$ cat config.mk
export PLATFORM = sky130hd
export DESIGN_NAME = vend_ctrl
export DESIGN_NICKNAME = d
export VERILOG_FILES = /design/src/rtl/vend_pkg.sv /design/src/rtl/vend_change_sel.sv /design/src/rtl/vend_ctrl.sv
export SDC_FILE = /design/constraint.sdc
export NUM_CORES = 1
export LEC_CHECK = 0
export BUFFER_PORTS_ARGS = -buffer_cell sky130_fd_sc_hd__buf_2
export CORE_MARGIN = 1.5
export CORE_UTILIZATION = 55
export CTS_CLUSTER_SIZE = 25
export DETAILED_ROUTE_END_ITERATION = 8
export GPL_TIMING_DRIVEN = 0
export PLACE_DENSITY = 0.86
export SLEW_MARGIN = 20
export SYNTH_ARGS = -nofsm -noshare
export SYNTH_HDL_FRONTEND = slang
export SYNTH_HIERARCHICAL = 1
export SYNTH_SLANG_ARGS = --single-unit
$ cat constraint.sdc
create_clock -name clk -period 6.8 [get_ports clk]
set_input_delay 0.34 -clock clk [delete_from_list [all_inputs] [get_ports clk]]
set_output_delay 0.34 -clock clk [all_outputs]
set_load 0.01 [all_outputs]
$ cat src/rtl/vend_pkg.sv
// Shared types and constants for the vending controller.
// Build option: define VEND_TIMEOUT_EN to enable the idle auto-return timer in vend_ctrl.
package vend_pkg;

    // Every price and coin value occupies one 16-bit field of its table.
    localparam int PRICE_W = 16;

    // Controller states: accepting credit/selections, or paying out change.
    typedef enum logic {
        ST_IDLE   = 1'b0,
        ST_RETURN = 1'b1
    } state_t;

    // Default item prices, item 0 in the least significant field.
    localparam logic [4*PRICE_W-1:0] DEFAULT_PRICES = {16'd2000, 16'd1000, 16'd500, 16'd400};

    // Default coin values, coin 0 (smallest) in the least significant field.
    localparam logic [3*PRICE_W-1:0] DEFAULT_COINS = {16'd1000, 16'd500, 16'd100};

    // Number of bits needed to hold the value maxVal (at least one bit).
    function automatic int cnt_width(input int maxVal);
        int w;
        w = 1;
        while ((64'(1) << w) <= 64'(maxVal)) begin
            w = w + 1;
        end
        return w;
    endfunction

endpackage

$ cat src/rtl/vend_change_sel.sv
// Change selector: picks the largest coin whose value does not exceed the
// remaining credit. Purely combinational; used by vend_ctrl while paying out.
module vend_change_sel
    import vend_pkg::*;
#(
    parameter int NUM_COINS = 3,
    parameter int TOTAL_W   = 32
) (
    input  logic [TOTAL_W-1:0]           total_i,
    input  logic [NUM_COINS*PRICE_W-1:0] coinValue_i,
    output logic                         valid_o,
    output logic [NUM_COINS-1:0]         coinOneHot_o,
    output logic [PRICE_W-1:0]           coinAmount_o
);

    // Compare in a width that holds both operands without truncation.
    localparam int CMP_W = (TOTAL_W > PRICE_W) ? TOTAL_W : PRICE_W;

    // Coins are strictly ascending, so the last one that fits is the largest.
    always_comb begin
        valid_o      = 1'b0;
        coinOneHot_o = '0;
        coinAmount_o = '0;
        for (int i = 0; i < NUM_COINS; i++) begin
            if (CMP_W'(coinValue_i[i*PRICE_W +: PRICE_W]) <= CMP_W'(total_i)) begin
                valid_o         = 1'b1;
                coinOneHot_o    = '0;
                coinOneHot_o[i] = 1'b1;
                coinAmount_o    = coinValue_i[i*PRICE_W +: PRICE_W];
            end
        end
    end

endmodule

$ cat src/rtl/vend_ctrl.sv
// Vending machine controller: accumulates coin credit, dispenses items while
// tracking per-item stock, and returns change one coin per cycle.
// Build option: define VEND_TIMEOUT_EN to add an idle timer that starts the
// change return automatically after WAIT_CYCLES quiet cycles with credit.
module vend_ctrl
    import vend_pkg::*;
#(
    parameter int NUM_ITEMS   = 4,
    parameter int NUM_COINS   = 3,
    parameter int TOTAL_W     = 32,
    parameter int STOCK_W     = 8,
    parameter int STOCK_INIT  = 10,
    parameter int WAIT_CYCLES = 10
) (
    input  logic                         clk,
    input  logic                         reset_n,
    input  logic [NUM_ITEMS*PRICE_W-1:0] i_price,
    input  logic [NUM_COINS*PRICE_W-1:0] i_coin_value,
    input  logic [NUM_COINS-1:0]         i_input_coin,
    input  logic [NUM_ITEMS-1:0]         i_select_item,
    input  logic                         i_trigger_return,
    input  logic                         i_restock,
    output logic [NUM_ITEMS-1:0]         o_available_item,
    output logic [NUM_ITEMS-1:0]         o_output_item,
    output logic [NUM_COINS-1:0]         o_return_coin,
    output logic [TOTAL_W-1:0]           o_current_total,
    output logic                         o_busy,
    output logic                         o_reject
);

    // Wide enough for the current total plus every coin inserted at once.
    localparam int EXT_W = TOTAL_W + PRICE_W + $clog2(NUM_COINS + 1);

    state_t               state_q;
    logic [TOTAL_W-1:0]   total_q;
    logic [STOCK_W-1:0]   stock_q [NUM_ITEMS];
    logic [NUM_ITEMS-1:0] outputItem_q;
    logic [NUM_COINS-1:0] returnCoin_q;
    logic                 reject_q;

`ifdef VEND_TIMEOUT_EN
    localparam int TMO_W = cnt_width(WAIT_CYCLES);
    logic [TMO_W-1:0]     timeoutCnt_q;
`endif

    logic [PRICE_W-1:0]   itemPrice [NUM_ITEMS];
    logic [EXT_W-1:0]     coinSum;
    logic [EXT_W-1:0]     creditSum;
    logic                 coinOverflow;
    logic                 anyCoin;
    logic                 anySelect;
    logic                 pickFound;
    logic [NUM_ITEMS-1:0] pickOneHot;
    logic [PRICE_W-1:0]   pickPrice;
    logic                 changeValid;
    logic [NUM_COINS-1:0] changeOneHot;
    logic [PRICE_W-1:0]   changeAmount;

    // Unpack the flat price table into one entry per item.
    always_comb begin
        for (int i = 0; i < NUM_ITEMS; i++) begin
            itemPrice[i] = i_price[i*PRICE_W +: PRICE_W];
        end
    end

    // Sum all coins inserted this cycle; any carry past TOTAL_W means refusal.
    always_comb begin
        coinSum = '0;
        for (int i = 0; i < NUM_COINS; i++) begin
            if (i_input_coin[i]) begin
                coinSum = coinSum + EXT_W'(i_coin_value[i*PRICE_W +: PRICE_W]);
            end
        end
        creditSum    = EXT_W'(total_q) + coinSum;
        coinOverflow = |creditSum[EXT_W-1:TOTAL_W];
        anyCoin      = |i_input_coin;
        anySelect    = |i_select_item;
    end

    // An item is purchasable when credit covers its price and it is in stock.
    always_comb begin
        o_available_item = '0;
        for (int i = 0; i < NUM_ITEMS; i++) begin
            o_available_item[i] = (EXT_W'(total_q) >= EXT_W'(itemPrice[i]))
                                  && (stock_q[i] != '0);
        end
    end

    // Lowest-index requested item that is currently purchasable.
    always_comb begin
        pickFound  = 1'b0;
        pickOneHot = '0;
        pickPrice  = '0;
        for (int i = 0; i < NUM_ITEMS; i++) begin
            if (!pickFound && i_select_item[i] && o_available_item[i]) begin
                pickFound     = 1'b1;
                pickOneHot[i] = 1'b1;
                pickPrice     = itemPrice[i];
            end
        end
    end

    vend_change_sel #(
        .NUM_COINS (NUM_COINS),
        .TOTAL_W   (TOTAL_W)
    ) u_change_sel (
        .total_i      (total_q),
        .coinValue_i  (i_coin_value),
        .valid_o      (changeValid),
        .coinOneHot_o (changeOneHot),
        .coinAmount_o (changeAmount)
    );

    // Main FSM: credit, dispensing, stock and the change payout. The first
    // change coin is paid on the edge that enters RETURN, so o_busy lasts
    // exactly one cycle longer than the last pulse's subtraction.
    always_ff @(posedge clk) begin
        if (!reset_n) begin
            state_q      <= ST_IDLE;
            total_q      <= '0;
            outputItem_q <= '0;
            returnCoin_q <= '0;
            reject_q     <= 1'b0;
            for (int i = 0; i < NUM_ITEMS; i++) begin
                stock_q[i] <= STOCK_W'(STOCK_INIT);
            end
`ifdef VEND_TIMEOUT_EN
            timeoutCnt_q <= '0;
`endif
        end else begin
            outputItem_q <= '0;
            returnCoin_q <= '0;
            reject_q     <= 1'b0;
`ifdef VEND_TIMEOUT_EN
            timeoutCnt_q <= '0;
`endif
            case (state_q)
                ST_IDLE: begin
                    if (anyCoin) begin
                        if (coinOverflow) begin
                            reject_q <= 1'b1;
                        end else begin
                            total_q <= creditSum[TOTAL_W-1:0];
                        end
                    end else if (anySelect) begin
                        if (pickFound) begin
                            outputItem_q <= pickOneHot;
                            total_q      <= total_q - TOTAL_W'(pickPrice);
                            for (int i = 0; i < NUM_ITEMS; i++) begin
                                if (pickOneHot[i]) begin
                                    stock_q[i] <= stock_q[i] - STOCK_W'(1);
                                end
                            end
                        end
                    end else if (i_trigger_return) begin
                        if (changeValid) begin
                            state_q      <= ST_RETURN;
                            returnCoin_q <= changeOneHot;
                            total_q      <= total_q - TOTAL_W'(changeAmount);
                        end
                    end else if (i_restock) begin
                        for (int i = 0; i < NUM_ITEMS; i++) begin
                            stock_q[i] <= STOCK_W'(STOCK_INIT);
                        end
                    end
`ifdef VEND_TIMEOUT_EN
                    else if (changeValid) begin
                        if (timeoutCnt_q == TMO_W'(WAIT_CYCLES - 1)) begin
                            state_q      <= ST_RETURN;
                            returnCoin_q <= changeOneHot;
                            total_q      <= total_q - TOTAL_W'(changeAmount);
                        end else begin
                            timeoutCnt_q <= timeoutCnt_q + TMO_W'(1);
                        end
                    end
`endif
                end
                ST_RETURN: begin
                    if (anyCoin) begin
                        reject_q <= 1'b1;
                    end
                    if (changeValid) begin
                        returnCoin_q <= changeOneHot;
                        total_q      <= total_q - TOTAL_W'(changeAmount);
                    end else begin
                        state_q <= ST_IDLE;
                    end
                end
                default: begin
                    state_q <= ST_IDLE;
                end
            endcase
        end
    end

    assign o_output_item   = outputItem_q;
    assign o_return_coin   = returnCoin_q;
    assign o_reject        = reject_q;
    assign o_current_total = total_q;
    assign o_busy          = (state_q == ST_RETURN);

endmodule
==> impl_results.md, run 1 <==
* Chip width at 150.7 um
* EDFF count, synth at 16
* Required time worst endpoint at 7.04 ns
* Initial antenna violation count at 0
* Ant diodes at 0
* Slew @ Worst Pin at 1.128 ns
* Worst min path class: in -> reg
* Final Hold Vio Count at 0
* CTS Hold Bufs at 0
* Achievable frequency at 151.3 MHz
* Synth top area share at 21.07%
* Synthesized flop and latch total at 73
* Top post-synthesis cells by area: ha_1 (21%), dfxtp_1 (9.5%), a21oi_1 (6.5%), nor2_1 (5.4%), nand2_1 (4.3%)
* Area Growth Syn to Fin at 14.41%
* Met3 WL at 2980 um
* Gr usage total at 33.84%
* Final Power at 5.199 mW
* Max-cap violations at 0
* H-tree depth at 3
* 1st-iter DRT viols at 922
* Worst Setup Start Kind: flop
* R2r endpoint: o_current_total[27]
* Detail Route Antenna Nets at 0
* CTS sink count at 73
* WL final at 39390 um
* Crit end category: flop
* Synth warnings at 6
* Fraction of registers with async set/reset at 0%
* Die Ht at 150.7 um
* Wire per inst at 18.71 um
* Combined area of all synthesized cells at 0.01200 mm^2
* Root Buffer: clkbuf_16
* Distinct cell type count after synthesis at 86
* Largest net degree at the start of global routing at 16
* Leak at 6.510 nW
* Worst-path maximum fanout at 10
* Final period utilization at 97.21%
* Most used flip-flop cell after synthesis: dfxtp_1
* DRC Markers at 0
* Fin Hold WS at 0.3040 ns
* Routed wl met2 at 17890 um
* Worst EP arrival at 6.85 ns
* Initial core utilization at 56.54%
* First-pass GRT wire length at 60550 um
* Reg2Reg Launch Point: o_current_total[27]
* Most frequent cells in the layout: ha_1 (200), buf_2 (172), nor2_1 (171), a21oi_1 (154), nand2_1 (139)
* Nets at 2155
* Congestion Overflow GR at 0
* Final Cell Area at 0.01373 mm^2
* Site Rows at 53
* Status: finished clean
* Clock buffer depth at 2
* I/O pin count at 168
* Via Count at 13069
* CTS tree: built
* Placed cell count at 2084
* Clock skew at 0.02705 ns
* Largest area contributor in the netlist: ha_1
* CTS Buf Count at 9
* Reg2reg setup slack at 0.19 ns
* Setup TNS at 0 ns
* Share of layout cells above drive strength 1 at 14.81%
* Slew Viols, Final at 0
* Highest Signal Layer: met4
* Metal-1 WL at 16980 um
* Max rail drop VDD at 174.2 uV
* Hold Path Stages at 3
* Post-Place Cell Area at 0.01319 mm^2
* Clock latency at the later pin of the worst-skew pair at 0.36 ns
* Non-filler cells, final at 2105
* Core Region at 0.02122 mm^2
* DR vias/cell at 6.209
* Worst Hold End: stock_q[0][3]
* IO buf count at 165
* Relative slew slack at 24.50%
* Syn_nets at 1972
* Cells after synthesis at 1642
* RD Place Congestion at 0.9506
* Critical path class: reg -> reg
* Pwr Density at 378.7 mW/mm^2
* First-pass detailed-route iteration total at 5
* Sequential fraction of the synthesis area at 13.52%
* Vias in the first global route at 12024
* DPL Wire Length at 32080 um
* Most common cell after layout, fill and taps aside: ha_1
* Mean Syn Cell Area at 7.307 um^2
* Min Clock Period, post-route at 6.610 ns
* Hold path start: i_restock
* Die ar. at 0.02271 mm^2
* Final setup violation count at 0
* CTS clk-pin slew, worst paths at 0.07 ns
* R2R depth at 24
==> sequential cells by signal, indices dropped and copies added, names as in the netlist <==
name	flops
o_busy	1
o_output_item	4
stock_q	32
o_reject	1
o_return_coin	3
o_current_total	32
==> worst max-delay path, stage by stage, from the launching register on <==
cell	delay, ns
dfxtp_1	0.32
clkbuf_1	0.19
nor4_1	0.48
nor3b_1	0.48
nand3_1	0.26
a211o_1	0.35
a22oi_2	0.33
nor2_1	0.28
nor3_4	0.43
clkbuf_2	0.32
nand2_1	0.07
o21ai_0	0.09
mux2i_1	0.11
ha_1	0.27
clkbuf_1	0.27
nand4_1	0.15
a211o_1	0.26
and3_1	0.19
a2111oi_2	0.53
a21oi_4	0.19
nand2_1	0.10
a2111oi_0	0.09
a41o_1	0.25
nor4b_1	0.14
o31a_1	0.30
==> metrics by stage <==
stage | utilization, % | setup slack [ns]
after floorplan | - | 0.08877
after global placement | 62.05 | -1.390
after detailed placement | 62.16 | -1.577
after CTS | 63.93 | 0.02757
after global routing | 64.69 | -0.05824
final | 64.69 | 0.1898
==> report_power, final <==
| group | internal [mW] | leakage (nW) | switching, mW |
|---|---|---|---|
| Combinational | 1.63 | 5.76 | 2.38 |
| Sequential | 0.507 | 0.618 | 0.189 |
| Clock | 0.255 | 0.135 | 0.237 |
| Total | 2.39 | 6.51 | 2.81 |
==> cells by family (layout without fill, tap and decap cells) <==
kind of cell	count (synthesis)	in the layout	share of synthesized area, %
flops	73	73	13.52
xor+xnor	91	91	6.643
compound gates	470	470	25.34
buf+inv	192	380	6.205
simple gates	575	575	23.40
mux	34	34	2.993
fa+ha+maj	207	207	21.90
==> Yosys cell counts, types with 40 or more instances <==
| cell | count |
|---|---|
| nor3_1 | 40 |
| o21ai_0 | 86 |
| dfxtp_1 | 57 |
| nor2_1 | 173 |
| nand4_1 | 40 |
| a21oi_1 | 156 |
| nand2_1 | 139 |
| inv_1 | 136 |
| ha_1 | 202 |
| xnor2_1 | 47 |
| xor2_1 | 44 |
==> final cells by class <==
| cell class | instances | area, um^2 |
|---|---|---|
| clock inverters | 7 | 61.31 |
| repair buffers | 172 | 875.8 |
| flip-flops and latches | 73 | 1623 |
| well taps | 275 | 344.1 |
| plain buffers | 54 | 252.7 |
| multi-input cells | 1377 | 9827 |
| clock buffers | 9 | 225.2 |
| inverters | 138 | 518.0 |
| fillers | 1894 | 7493 |
==> metal layers <==
layer	vias to the layer above	track usage [%]
met5	-	0
met4	0	13.20
met3	98	4.061
met2	587	57.52
met1	6018	43.51
li1	6366	-
==> worst max path at each step <==
stage,start,end,depth (start not counted),slack [ns]
6_report,o_current_total[27],o_current_total[27],24,0.19
5_1_grt,o_current_total[27],o_current_total[27],24,-0.06
4_1_cts,i_input_coin[0],o_current_total[28],29,0.03
3_5_place_dp,i_input_coin[0],o_current_total[28],28,-1.58
3_3_place_gp,i_input_coin[0],o_current_total[28],28,-1.39
2_1_floorplan,i_input_coin[0],o_current_total[28],28,0.09
==> what timing repair did <==
item,4_1_cts,5_1_grt
pin swaps,0,6
endpoints found under the setup margin,33,33
endpoints found under the hold margin,0,0
setup buffers,0,5
gates resized for setup,22,30
No activity file was read; power rests on OpenSTA's default activity.
==> run 2, diff against run 1 <==
--- a/config.mk
+++ b/config.mk
@@ -7,11 +7,12 @@
 export LEC_CHECK = 0
 export BUFFER_PORTS_ARGS = -buffer_cell sky130_fd_sc_hd__buf_2
 export CORE_MARGIN = 1.5
-export CORE_UTILIZATION = 55
+export CORE_UTILIZATION = 60
 export CTS_CLUSTER_SIZE = 25
 export DETAILED_ROUTE_END_ITERATION = 8
 export GPL_TIMING_DRIVEN = 0
-export PLACE_DENSITY = 0.86
+export HOLD_SLACK_MARGIN = 0.02
+export PLACE_DENSITY = 0.89
 export SLEW_MARGIN = 20
 export SYNTH_ARGS = -nofsm -noshare
 export SYNTH_HDL_FRONTEND = slang
==> constraint.sdc (replaced) <==
create_clock -name clk -period 6.9 [get_ports clk]
set_input_delay 0.345 -clock clk [delete_from_list [all_inputs] [get_ports clk]]
set_output_delay 0.345 -clock clk [all_outputs]
set_load 0.01 [all_outputs]
==> impl_results.md, run 2 (same netlist as run 1, synthesis figures left out) <==
* Setup TNS at 0 ns
* CTS Buf Count at 9
* Share of layout cells above drive strength 1 at 14.29%
* Register area at 0.001622 mm^2
* Vias in the first global route at 12519
* 1st-iter DRT viols at 1104
* Final Hold Vio Count at 0
* Max rail drop VDD at 219.7 uV
* Pre-CTS WS at -1.250 ns
* Detail Route Antenna Nets at 0
* Status: finished clean
* Root Buffer: clkbuf_16
* CTS clk-pin slew, worst paths at 0.07 ns
* Site Rows at 51
* Max-cap violations at 0
* Placed cell count at 2073
* First-pass GRT wire length at 61010 um
* Initial antenna violation count at 0
* Largest net degree at the start of global routing at 16
* Worst EP arrival at 6.82 ns
* Final period utilization at 95.62%
* I/O pin count at 168
* Clock buffer depth at 2
* Filler cells at 1645
* Area Growth Syn to Fin at 13.80%
* Leak at 6.487 nW
* Slew Viols, Final at 0
* H-tree depth at 3
* Worst-path maximum fanout at 10
* Slew @ Worst Pin at 0.9487 ns
* CTS sink count at 73
* Most common cell after layout, fill and taps aside: ha_1
* Multi-input logic area at 0.009788 mm^2
* DR vias/cell at 6.364
* Psw at 2.771 mW
* Gate power share at 77.2%
* Fin Hold WS at 0.3019 ns
* Final Power at 5.130 mW
* DPL Wire Length at 31020 um
* CTS Hold Bufs at 0
* DRC Markers at 0
* Crit end category: flop
* Via Count at 13319
* Reg power frac at 13.3%
* Final Cell Area at 0.01365 mm^2
* Post-Place Cell Area at 0.01317 mm^2
* Core Region at 0.01953 mm^2
* Worst setup margin at 0.3022 ns
* Most frequent cells in the layout: ha_1 (200), buf_2 (172), nor2_1 (170), a21oi_1 (154), nand2_1 (139)
* Switching Fraction at 54.02%
* Critical path class: in -> reg
* Initial core utilization at 61.44%
* Final setup violation count at 0
* First-pass detailed-route iteration total at 6
* Int Pwr at 2.359 mW
* Non-filler cells, final at 2093
* Wire per inst at 18.48 um
* Slowest CP cell: a31oi_2
* Worst Setup Start Kind: input pin
* IO buf count at 165
* Clock power share at 9.5%
* Die Ht at 144.4 um
* Congestion Overflow GR at 0
* Clock latency at the later pin of the worst-skew pair at 0.37 ns
* Required time worst endpoint at 7.12 ns
* RD Place Congestion at 0.9840
* Chip width at 144.4 um
* WL final at 38680 um
* Die ar. at 0.02085 mm^2
* Peak per-stage delay on the critical path at 0.42 ns
* Pwr Density at 375.8 mW/mm^2
* CTS tree: built
* Worst min path class: in -> reg
* Achievable frequency at 151.6 MHz
* End-of-flow core utilization at 69.92%
* Gr usage total at 36.90%
* Relative slew slack at 36.41%
* Nets at 2152
* Min Clock Period, post-route at 6.598 ns
* Clock skew at 0.02804 ns
-- run 2: layer usage --
metal | up-vias | track usage [%] | share of wire [%]
li1 | 6369 | - | -
met2 | 753 | 61.87 | 45
met1 | 6059 | 46.33 | 42
met4 | 0 | 18.29 | 4.6
met3 | 138 | 5.066 | 8.4
met5 | - | 0 | 0
-- run 2: layout make-up --
type | instances | share of cell area (%)
Buffer | 54 | 1.842
Multi-Input combinational cell | 1377 | 71.69
Clock buffer | 9 | 1.650
Inverter | 138 | 3.794
Tap cell | 265 | 2.429
Sequential cell | 73 | 11.88
Timing Repair Buffer | 169 | 6.250
Antenna cell | 1 | 0.01833
Clock inverter | 7 | 0.4490
-- run 2: final timing paths --
path,end,slack [ns],startpoint,depth (start not counted)
worst max-delay path,o_current_total[31],0.30,i_input_coin[0],30
worst min-delay path,stock_q[0][3],0.30,i_restock,3
worst max register to register,o_current_total[27],0.48,o_current_total[11],23
worst min register to register,stock_q[3][1],0.51,stock_q[3][1],2
-- run 2: critical path, delay by kind of cell --
kind	cells	cell delay [ns]
AOI/OAI and AO/OA	12	2.80
xor gates and xnor gates	2	0.31
adders and majority gates	3	1.01
buffers and inverters	3	0.45
muxes	2	0.59
and+or+nand+nor	8	1.27
-- run 2: power by group through the flow --
stage / clock network, mW / registers, mW / logic, mW
after floorplan: 0 / 0.643 / 2.85
after global placement: 0 / 0.679 / 3.65
after global routing: 0.491 / 0.695 / 4.39
after detailed placement: 0 / 0.684 / 3.75
final: 0.487 / 0.685 / 3.96
after CTS: 0.480 / 0.675 / 3.81
-- run 2: timing repair --
item	in CTS	in global routing
endpoints found under the setup margin	33	33
pin swaps	1	1
resized for setup	14	29
setup buffers	1	2
==> run 3, diff against run 2 <==
--- a/config.mk
+++ b/config.mk
@@ -7,12 +7,12 @@
 export LEC_CHECK = 0
 export BUFFER_PORTS_ARGS = -buffer_cell sky130_fd_sc_hd__buf_2
 export CORE_MARGIN = 1.5
-export CORE_UTILIZATION = 60
+export CORE_UTILIZATION = 25
 export CTS_CLUSTER_SIZE = 25
 export DETAILED_ROUTE_END_ITERATION = 8
 export GPL_TIMING_DRIVEN = 0
 export HOLD_SLACK_MARGIN = 0.02
-export PLACE_DENSITY = 0.89
+export PLACE_DENSITY = 0.47
 export SLEW_MARGIN = 20
 export SYNTH_ARGS = -nofsm -noshare
 export SYNTH_HDL_FRONTEND = slang
==> impl_results.md, run 3 (same netlist as run 1, synthesis figures left out) <==
* Clock latency at the later pin of the worst-skew pair at 0.36 ns
* Via Count at 12608
* Site Rows at 80
* RD Place Congestion at 0.8996
* First-pass GRT wire length at 68280 um
* Die Ht at 222.1 um
* Worst EP arrival at 6.85 ns
* Gr usage total at 17.58%
* Worst Setup Start Kind: flop
* Detail Route Antenna Nets at 0
* Chip width at 222.1 um
* IO buf count at 165
* Crit end category: flop
* Relative slew slack at 24.30%
* Register area at 0.001623 mm^2
* H-tree depth at 3
* Wire per inst at 18.19 um
* Placed cell count at 2424
* Root Buffer: clkbuf_16
* Final Hold Vio Count at 0
* WL final at 44450 um
* CTS sink count at 73
* Leak at 6.498 nW
* Achievable frequency at 151.2 MHz
* Core Region at 0.04755 mm^2
* Slew Viols, Final at 0
* Min Clock Period, post-route at 6.616 ns
* Worst-path maximum fanout at 11
* Clock skew at 0.008202 ns
* Area Growth Syn to Fin at 17.77%
* Non-filler cells, final at 2443
* Required time worst endpoint at 7.14 ns
* Initial antenna violation count at 1
* Most frequent cells in the layout: ha_1 (201), buf_2 (172), nor2_1 (171), a21oi_1 (153), nand2_1 (139)
* Share of layout cells above drive strength 1 at 14.55%
* Initial core utilization at 25.23%
* DPL Wire Length at 37440 um
* End-of-flow core utilization at 29.72%
* Nets at 2153
* Setup TNS at 0 ns
* DR vias/cell at 5.161
* Final Power at 5.178 mW
* Most common cell after layout, fill and taps aside: ha_1
* Final period utilization at 95.88%
* Multi-input logic area at 0.009822 mm^2
* Ant diodes at 0
* I/O pin count at 168
* Filler cells at 5155
* Congestion Overflow GR at 0
* CTS Hold Bufs at 0
* First-pass detailed-route iteration total at 5
* Critical path class: reg -> reg
* Worst min path class: in -> reg
* CTS tree: built
* Vias in the first global route at 12363
* Status: finished clean
* Die ar. at 0.04932 mm^2
* Pwr Density at 366.5 mW/mm^2
* 1st-iter DRT viols at 794
* Max rail drop VDD at 140.9 uV
* CTS Buf Count at 9
* Slew @ Worst Pin at 1.131 ns
* Final setup violation count at 0
* DRC Markers at 0
* CTS clk-pin slew, worst paths at 0.07 ns
* RSZ-0062 raised after global routing: false
* Largest net degree at the start of global routing at 16
* Clock buffer depth at 2
* Max-cap violations at 0
-- run 3: critical path, stage by stage, from the launching register on --
cell and delay (ns):
dfxtp_1 0.69, inv_1 0.24, ha_1 0.36, nand4_1 0.13
or2_1 0.34, a2111oi_2 0.57, or4_1 0.19, buf_2 0.19
buf_2 0.24, nand4_1 0.13, a31oi_1 0.32, inv_1 0.10
ha_1 0.35, and2_1 0.19, a31oi_1 0.18, and4b_1 0.30
o211ai_1 0.13, a21boi_2 0.49, o211ai_1 0.23, a2111oi_0 0.48
a41o_1 0.19, o311ai_0 0.12, o31a_1 0.32
-- run 3: layout make-up --
| class | count | share of cell area (%) |
|---|---|---|
| multi-input combinational | 1377 | 69.51 |
| clock inverter | 7 | 0.4339 |
| timing repair buffer | 170 | 6.092 |
| clock buffer | 9 | 1.594 |
| tap | 615 | 5.446 |
| sequential | 73 | 11.49 |
| inverter | 138 | 3.666 |
| buffer | 54 | 1.771 |
-- run 3: repair_timing --
item	4_1_cts	5_1_grt
endpoints found under the hold margin	0	0
endpoints found under the setup margin	33	32
buffers inserted	1	2
pin swaps	1	3
gates resized for setup	18	30
-- run 3: layer usage --
layer  wire length, um  GRT usage, %  share of wire, %  vias to the layer above
met5                11             0             0.025                        -
met4               739         4.220               1.7                        2
met3              2265         2.054               5.1                       37
met2             20000         29.41                45                      358
met1             21430         23.95                48                     5858
li1                  -             -                 -                     6353
-- run 3: worst paths after layout --
check        slack (ns)  cells after the start             endpoint                start
min                0.27                      3        stock_q[0][3]            i_restock
min reg2reg        0.51                      2        stock_q[3][5]        stock_q[3][5]
max reg2reg        0.28                     22  o_current_total[27]  o_current_total[14]
max                0.28                     22  o_current_total[27]  o_current_total[14]
-- run 3: power breakdown --
| group | leakage (nW) | internal [mW] | switching [mW] | total, mW |
|---|---|---|---|---|
| registers | 0.618 | 0.500 | 0.207 | 0.707 |
| clock network | 0.135 | 0.251 | 0.222 | 0.473 |
| logic | 5.75 | 1.61 | 2.39 | 4.00 |
| total | 6.50 | 2.36 | 2.82 | 5.18 |
-- run 3: metrics by stage --
step | hold WS (ns) | setup slack [ns] | instance area (um^2)
5_1_grt | 0.2948 | 0.004147 | 14130
3_5_place_dp | 0.4972 | -1.505 | 13620
6_report | 0.2698 | 0.2841 | 14130
4_1_cts | 0.2571 | -0.03502 | 13980
2_1_floorplan | 0.4644 | 0.1838 | 12000
3_3_place_gp | 0.4897 | -1.394 | 13590
